### src/rtl/gf2m_sqrt_iter.sv
// gf2m_sqrt_iter: iterative GF(2^M) square root, c = a^(2^(M-1)) mod f.
// Ports: clk, rst_n; in_valid/in_ready/a; out_valid/out_ready/c; chk_err.
// Option: GF2M_SQRT_CHECK_EN adds a squaring self-check that drives chk_err.
module gf2m_sqrt_iter #(
  parameter int           M = 163,
  parameter logic [M-1:0] F = 163'hC9,
  parameter int           S = 1
) (
  input  logic         clk,
  input  logic         rst_n,
  input  logic         in_valid,
  output logic         in_ready,
  input  logic [M-1:0] a,
  output logic         out_valid,
  input  logic         out_ready,
  output logic [M-1:0] c,
  output logic         chk_err
);

  localparam int RW = $clog2(M);
  localparam logic [RW-1:0] LAST = RW'(M - 1);
  localparam logic [RW-1:0] SW = RW'(S);

  typedef enum logic [1:0] {
    IDLE = 2'd0,
    RUN  = 2'd1,
    HOLD = 2'd2
  } state_t;

  // Spread bits to even positions, then fold the top M-1 bits back
  // down from the highest, using x^M = F.
  function automatic logic [M-1:0] gf_sq(input logic [M-1:0] x);
    logic [2*M-2:0] t;
    t = '0;
    for (int i = 0; i < M; i++) t[2*i] = x[i];
    for (int i = 2*M-2; i >= M; i--) begin
      if (t[i]) begin
        t[i] = 1'b0;
        t[i-M +: M] = t[i-M +: M] ^ F;
      end
    end
    return t[M-1:0];
  endfunction

  state_t        state_q, state_d;
  logic [M-1:0]  acc_q, acc_d;
  logic [RW-1:0] rem_q, rem_d;
  logic          in_ready_q, out_valid_q;

  logic [RW-1:0] step;
  logic [M-1:0]  acc_next;
  logic [M-1:0]  sq_t;

  // Squarer chain; the tap is the stage that matches this cycle's
  // step, which is short on the final pass when S does not divide M-1.
  always_comb begin
    step     = (rem_q < SW) ? rem_q : SW;
    acc_next = acc_q;
    sq_t     = acc_q;
    for (int k = 1; k <= S; k++) begin
      sq_t = gf_sq(sq_t);
      if (step == RW'(k)) acc_next = sq_t;
    end
  end

  always_comb begin
    state_d = state_q;
    acc_d   = acc_q;
    rem_d   = rem_q;
    unique case (state_q)
      IDLE: begin
        if (in_valid) begin
          acc_d   = a;
          rem_d   = LAST;
          state_d = RUN;
        end
      end
      RUN: begin
        acc_d = acc_next;
        rem_d = rem_q - step;
        if (rem_d == '0) state_d = HOLD;
      end
      HOLD: begin
        if (out_ready) state_d = IDLE;
      end
      default: state_d = IDLE;
    endcase
  end

  always_ff @(posedge clk or negedge rst_n) begin
    if (!rst_n) begin
      state_q     <= IDLE;
      acc_q       <= '0;
      rem_q       <= '0;
      in_ready_q  <= 1'b1;
      out_valid_q <= 1'b0;
    end else begin
      state_q     <= state_d;
      acc_q       <= acc_d;
      rem_q       <= rem_d;
      in_ready_q  <= (state_d == IDLE);
      out_valid_q <= (state_d == HOLD);
    end
  end

  assign in_ready  = in_ready_q;
  assign out_valid = out_valid_q;
  assign c         = acc_q;

`ifdef GF2M_SQRT_CHECK_EN
  logic [M-1:0] orig_q, orig_d;
  logic         chk_q, chk_d;

  // Squaring the final root must give back the operand.
  always_comb begin
    orig_d = orig_q;
    chk_d  = chk_q;
    if (state_q == IDLE && in_valid) begin
      orig_d = a;
      chk_d  = 1'b0;
    end
    if (state_q == RUN && state_d == HOLD)
      chk_d = (gf_sq(acc_next) != orig_q);
    if (state_q == HOLD && out_ready)
      chk_d = 1'b0;
  end

  always_ff @(posedge clk or negedge rst_n) begin
    if (!rst_n) begin
      orig_q <= '0;
      chk_q  <= 1'b0;
    end else begin
      orig_q <= orig_d;
      chk_q  <= chk_d;
    end
  end

  assign chk_err = chk_q;
`else
  assign chk_err = 1'b0;
`endif

endmodule

### config.mk
export PLATFORM = sky130hd
export DESIGN_NAME = gf2m_sqrt_iter
export DESIGN_NICKNAME = d
export VERILOG_FILES = /design/src/rtl/gf2m_sqrt_iter.sv
export SDC_FILE = /design/constraint.sdc
export NUM_CORES = 1
export LEC_CHECK = 0
export CAP_MARGIN = 20
export CORE_MARGIN = 10
export CORE_UTILIZATION = 43
export DETAILED_ROUTE_END_ITERATION = 12
export PLACE_DENSITY = 0.78
export SLEW_MARGIN = 20
export SYNTH_ARGS = -nofsm -noshare
export SYNTH_HDL_FRONTEND = slang
export SYNTH_SLANG_ARGS = --single-unit
### constraint.sdc
create_clock -name clk -period 1.6 [get_ports clk]
set_input_delay 0.32 -clock clk [delete_from_list [all_inputs] [get_ports clk]]
set_output_delay 0.32 -clock clk [all_outputs]
set_load 0.02 [all_outputs]
==> flow_metrics.env, run 1 <==
export IMPL_status="finished, violations left"
export IMPL_violations="negative setup slack"
export IMPL_yosysUniqueCellTypes=42
export IMPL_drv_cap=0
export IMPL_n_fill_cell=1682
export IMPL_synth_seq_cells=175
export IMPL_start_util=0.4403
export IMPL_cts_made_buffers=17
export IMPL_htreeDepth=4
export IMPL_worstPathRequired_ps=1920
export IMPL_async_flop_share=1.000
export IMPL_path_buf_inv=1
export IMPL_overflow=0
export IMPL_reg2regPathDepth=6
export IMPL_grt_pass1_wl_um=64140
export IMPL_synthTopCellsByArea="dfrtp_1 (42%), xnor2_1 (19%), nand2_1 (8.9%)"
export IMPL_routed_wl_um=49630
export IMPL_fp_dieW_um=175.7
export IMPL_viasPerCell=5.694
export IMPL_pwr_share_clk=0.090
export IMPL_root_buffer="clkbuf_16"
export IMPL_area_delta_synth_final_pct=67.81
export IMPL_syn_inst=1269
export IMPL_min_path_type="input port to asynchronous set/reset pin"
export IMPL_min_period_ps=1816
export IMPL_max_stage_delay_ps=410
export IMPL_cp_max_fo=4
export IMPL_die_h_um=175.7
export IMPL_dp_hpwl_um=32240
export IMPL_synth_seq_area_share=0.4201
export IMPL_io_pins=333
export IMPL_layout_common_cells="xnor2_1 (229), nand2_1 (175), dfrtp_1 (171)"
export IMPL_setup_violations_final=166
export IMPL_clkLatencyLatePin_ps=440
export IMPL_fmax_mhz=550.6
export IMPL_swShare=0.4797
export IMPL_drcViolationCount=0
export IMPL_placement_io_buffers=331
export IMPL_p_per_area_nw_per_um2=2715
export IMPL_leakage_nw=7.506
export IMPL_maxSlewViolCount=0
export IMPL_synth_top_area_cell="dfrtp_1"
export IMPL_finalHoldViolations=0
export IMPL_die_area_um2=30880
export IMPL_grt_antenna_before_repair=1
export IMPL_grt_pass1_vias=10858
export IMPL_grt_use_total=0.2690
export IMPL_via_count=11440
export IMPL_rsz0062_at_grt="yes"
export IMPL_p_comb_frac=0.711
export IMPL_cp_start_kind="flop"
export IMPL_fin_setup_tns_ps=-22620
export IMPL_skew_ps=16.79
export IMPL_synth_edf_count=0
export IMPL_finalCritPeriodShare=1.135
export IMPL_drt_iter0_markers=1212
export IMPL_layout_commonest_cell="xnor2_1"
export IMPL_clkSlewWorstSetupHoldPaths_ps=80
export IMPL_cp_slowest_cell="dfrtp_1"
export IMPL_ys_warn_count=0
export IMPL_post_drt_wl_per_cell_um=24.70
export IMPL_grt_max_degree=57
export IMPL_synth_flop_cell="dfrtp_1"
export IMPL_synth_area_um2=10430
export IMPL_setup_ws_ps=-216.2
export IMPL_critical_path_depth=6
export IMPL_antenna_left=0
export IMPL_drive_gt1_frac=0.2876
export IMPL_synth_nets=1437
export IMPL_firstDrtPassIters=6
export IMPL_clock_sinks=175
export IMPL_p_int_mw=24.71
export IMPL_p_switching_mw=22.79
export IMPL_power_mw=47.50
export IMPL_cts_tree="built"
export IMPL_rows=56
export IMPL_cp_top_family="simple AND/OR/NAND/NOR gates"
export IMPL_gp_congestion=0.9250
export IMPL_synth_top_area_frac=0.4176
export IMPL_arrival_ps=2140
export IMPL_core_um2=23680
export IMPL_crit_chain="nor4_4, buf_4, a21o_1, ha_4, nand4b_1, o21a_1"
export IMPL_seq_power_share=0.199
export IMPL_finalNetCount=1845
export IMPL_clockBufferDepth=2
export IMPL_diodes=0
export IMPL_synth_avg_cell_area_um2=8.217
export IMPL_critPathCaptureType="flop"
export IMPL_worstSetupPathType="flop to flop"
export IMPL_ir_worst_vdd_v=0.001437
[layout make-up]
| cell class | instances | area (um2) | share of cell area |
|---|---|---|---|
| Inverter | 2 | 7.507 | 0.0004290 |
| Multi-Input combinational cell | 943 | 6543 | 0.3739 |
| Tap cell | 319 | 399.1 | 0.02281 |
| Clock buffer | 17 | 425.4 | 0.02431 |
| Clock inverter | 15 | 148.9 | 0.008509 |
| Sequential cell | 175 | 4384 | 0.2506 |
| Timing Repair Buffer | 538 | 5590 | 0.3195 |
[power groups by stage]
| stage | Sequential (mW) | Clock [mW] | Combinational, mW |
|---|---|---|---|
| final | 9.47 | 4.26 | 33.8 |
| after global placement | 9.08 | 0 | 29.5 |
| after floorplan | 11.5 | 0 | 15.9 |
| after CTS | 9.09 | 4.26 | 29.6 |
| after global routing | 9.69 | 4.43 | 35.9 |
| after detailed placement | 9.16 | 0 | 30.2 |
[path summary, 6_finish.rpt]
path                                      start              endpoint  slack, ps
setup reg to reg           rem_q[4]$_DFFE_PN0P_  state_q[0]$_DFF_PN0_       -220
min in group clk                          a[56]     c[56]$_DFFE_PN0P_        440
max in group asynchronous                 rst_n    in_ready$_DFF_PN1_        550
hold / removal                            rst_n     c[10]$_DFFE_PN0P_        380
hold reg to reg               c[13]$_DFFE_PN0P_     c[13]$_DFFE_PN0P_        550
setup / recovery           rem_q[4]$_DFFE_PN0P_  state_q[0]$_DFF_PN0_       -220
[synthesized netlist by cell type (4+ instances only)]
library cell	n
buf_1	5
o21ai_1	13
clkbuf_1	88
buf_6	5
dfrtp_1	174
buf_2	42
nand2b_1	4
xor2_1	8
a31oi_1	80
a21oi_1	84
nor2_1	168
clkbuf_2	6
nand2_1	247
o21ai_0	77
xnor2_1	229
mux2i_1	4
[metrics by stage]
step / instance area, um2 / instances / hold WS, ps / util / worst slack, ps
2_1_floorplan: 10430 / 1269 / 24.41 / - / -39.90
3_3_place_gp: 14960 / 1930 / 306.5 / 0.6317 / -258.5
3_5_place_dp: 14960 / 1930 / 308.2 / 0.6317 / -309.4
4_1_cts: 15750 / 1977 / 404.1 / 0.6650 / -111.3
5_1_grt: 17500 / 2009 / 426.3 / 0.7389 / -277.7
6_report: 17500 / 2009 / 382.9 / 0.7389 / -216.2
[cell families (layout without fill, tap and decap cells)]
| group | count (synthesis) | after routing | share of synthesized area |
|---|---|---|---|
| buffers and inverters | 151 | 572 | 0.06624 |
| DFF | 175 | 175 | 0.4201 |
| AOI/OAI and AO/OA | 270 | 270 | 0.1446 |
| adders and majority gates | 1 | 1 | 0.001200 |
| xor gates and xnor gates | 239 | 239 | 0.2035 |
| and+or+nand+nor | 428 | 428 | 0.1602 |
| other | 1 | 1 | 0.0003596 |
| muxes | 4 | 4 | 0.003840 |
[flip-flops by register name (all words and copies together), names as in the netlist]
name       flops
out_valid      1
state_q        2
rem_q          8
in_ready       1
c            163
[routing by layer]
metal,global-route usage,vias up,part of all wire,wire length [um]
met3,0.05983,185,0.094,4668
met2,0.4522,774,0.48,23860
met5,0,-,0.00026,13
met4,0.1074,2,0.054,2704
li1,-,4931,-,-
met1,0.3275,5548,0.37,18380
[repair_timing]
| item | 4_1_cts | 5_1_grt |
|---|---|---|
| hold buffers | 1 | 0 |
| setup endpoints to repair | 312 | 181 |
| hold endpoints to repair | 36 | 0 |
| cloned | 6 | 31 |
| gates resized for setup | 245 | 367 |
| pin swaps | 7 | 95 |
| buffers inserted | 9 | 6 |
Note: power is estimated with default switching activity, not from simulation.
==> inputs of run 2 (changes only) <==
Settings changed: CORE_UTILIZATION 43 to 45, SLEW_MARGIN 20 to 40.
Clock period 1.6 ns to 2 ns, I/O delays scaled along.
==> run 2 against run 1 <==
The run now ends clean. Worst hold slack better by 100 ps. Core utilization down 7.8 points. Critical path type is now flop to output port. Sequential share of layout area grew 4.2 points. Critical path depth down 5. Clock power down 15%. Sequential cell count is the same. Global-route usage fell by 0.80 points. Via count shrank 12%. Die area is 3.9% lower.
==> flow_metrics.env, run 2 (synthesis results as in run 1) <==
export IMPL_status="complete, no violations"
export IMPL_setup_violations_final=0
export IMPL_gp_congestion=0.9204
export IMPL_reg2regPathDepth=5
export IMPL_cp_slowest_cell="clkdlybuf4s50_1"
export IMPL_largest_reg_flops=163
export IMPL_clkSlewWorstSetupHoldPaths_ps=80
export IMPL_crit_chain="clkdlybuf4s50_1"
export IMPL_io_pins=333
export IMPL_path_buf_inv=1
export IMPL_min_path_type="input port to asynchronous set/reset pin"
export IMPL_grt_use_total=0.2610
export IMPL_pre_cts_ws_ps=-6.372
export IMPL_cp_start_kind="flop"
export IMPL_die_area_um2=29660
export IMPL_arrival_ps=1590
export IMPL_drt_iter0_markers=840
export IMPL_grt_antenna_before_repair=0
export IMPL_dr_max_layer_used="met4"
export IMPL_overflow=0
export IMPL_routed_wl_um=39520
export IMPL_finalHoldViolations=0
export IMPL_drive_gt1_frac=0.09125
export IMPL_n_fill_cell=1849
export IMPL_fp_dieW_um=172.2
export IMPL_worstPathRequired_ps=1600
export IMPL_grt_pass1_wl_um=58980
export IMPL_cts_tree="built"
export IMPL_die_h_um=172.2
export IMPL_min_period_ps=1986
export IMPL_dp_hpwl_um=30540
export IMPL_clkLatencyLatePin_ps=440
export IMPL_leakage_nw=6.125
export IMPL_placement_io_buffers=331
export IMPL_grt_max_degree=70
export IMPL_met2_length_um=18790
export IMPL_max_stage_delay_ps=680
export IMPL_core_um2=22710
export IMPL_antenna_left=0
export IMPL_met3_length_um=3677
export IMPL_rr_endpoint="state_q[0]$_DFF_PN0_"
export IMPL_skew_ps=14.94
export IMPL_start_util=0.4592
export IMPL_whs_ps=483.9
export IMPL_htreeDepth=4
export IMPL_critPathCaptureType="output port"
export IMPL_worstSetupPathType="flop to output port"
export IMPL_fmax_mhz=503.6
export IMPL_cp_top_family="buffers and inverters"
export IMPL_drv_cap=0
export IMPL_setup_ws_ps=14.39
export IMPL_root_buffer="clkbuf_16"
export IMPL_cp_max_fo=3
export IMPL_layout_common_cells="clkdlybuf4s50_1 (300), nand2_1 (247), xnor2_1 (229)"
export IMPL_area_delta_synth_final_pct=43.87
export IMPL_ir_worst_vdd_v=0.001338
export IMPL_viasPerCell=5.408
export IMPL_finalCritPeriodShare=0.9928
export IMPL_rows=55
export IMPL_via_count=10081
export IMPL_drt_met1_wl_um=15710
export IMPL_grt_pass1_vias=10044
export IMPL_firstDrtPassIters=5
export IMPL_rr_startpoint="rem_q[6]$_DFFE_PN0P_"
export IMPL_post_drt_wl_per_cell_um=21.20
export IMPL_layout_commonest_cell="clkdlybuf4s50_1"
export IMPL_cts_made_buffers=17
export IMPL_finalNetCount=1733
export IMPL_maxSlewViolCount=0
export IMPL_rsz0062_at_grt="no"
export IMPL_p_per_area_nw_per_um2=2245
export IMPL_r2r_slack_ps=180
export IMPL_clockBufferDepth=2
export IMPL_drcViolationCount=0
export IMPL_clock_sinks=175
==> run 2: cell count changes in the layout (fill, tap and decap cells not counted), moves of 35 or more <==
cell / previous run / this run
dlygate4sd2_1: 131 / 20
o21ai_2: 64 / 0
nand2_4: 37 / 0
buf_4: 133 / 78
clkdlybuf4s50_1: 165 / 300
nor2_1: 107 / 168
o21ai_0: 1 / 77
nand2_1: 175 / 247
nor2_4: 39 / 0
nand2_2: 35 / 0
==> run 2: worst max-delay path by stage <==
stage	cells after the start	end	slack, ps	startpoint
6_report	1	c[30]	10	c[30]$_DFFE_PN0P_
5_1_grt	1	c[83]	0.9	c[83]$_DFFE_PN0P_
4_1_cts	1	c[33]	2	c[33]$_DFFE_PN0P_
3_5_place_dp	8	c[104]$_DFFE_PN0P_	-6	in_valid
3_3_place_gp	8	c[106]$_DFFE_PN0P_	20	in_valid
2_1_floorplan	7	c[41]$_DFFE_PN0P_	350	rem_q[2]$_DFFE_PN0P_
==> run 2: where the power goes <==
part	internal [mW]	switching, mW	total (mW)
registers	5.68	2.46	8.14
logic	10.7	11.2	21.9
clock network	2.01	1.61	3.63
total	18.4	15.3	33.7
==> run 2: final cells by class <==
class,instances,area (um2),area share
inverter,2,7.507,0.0005004
tap,285,356.6,0.02377
antenna,1,2.502,0.0001668
clock buffer,17,425.4,0.02836
sequential,175,4390,0.2927
timing repair buffer,426,4233,0.2822
multi-input combinational,943,5389,0.3592
clock inverter,15,197.7,0.01318
==> run 2: what timing repair did <==
action,CTS,global route
setup endpoints to repair,28,33
pin swaps,0,1
hold buffers,1,0
resized for setup,28,12
hold endpoints to repair,49,0
buffers inserted,0,2
==> run 2: metrics by stage <==
| stage | util | TNS [ps] | cells | cell area (um2) | total power, mW |
|---|---|---|---|---|---|
| after global placement | 0.6306 | 0 | 1828 | 14320 | 29.65 |
| after global routing | 0.6605 | 0 | 1863 | 15000 | 35.99 |
| after CTS | 0.6578 | 0 | 1861 | 14940 | 33.80 |
| after detailed placement | 0.6306 | -6.372 | 1828 | 14320 | 30.18 |
| final | 0.6606 | 0 | 1864 | 15000 | 33.68 |
| after floorplan | - | 0 | 1269 | 10430 | 21.84 |
==> run 2: metal layers <==
layer,up-vias,global-route usage
met2,489,0.4212
met3,79,0.06179
li1,4670,-
met1,4843,0.3304
met4,0,0.1046
met5,-,0
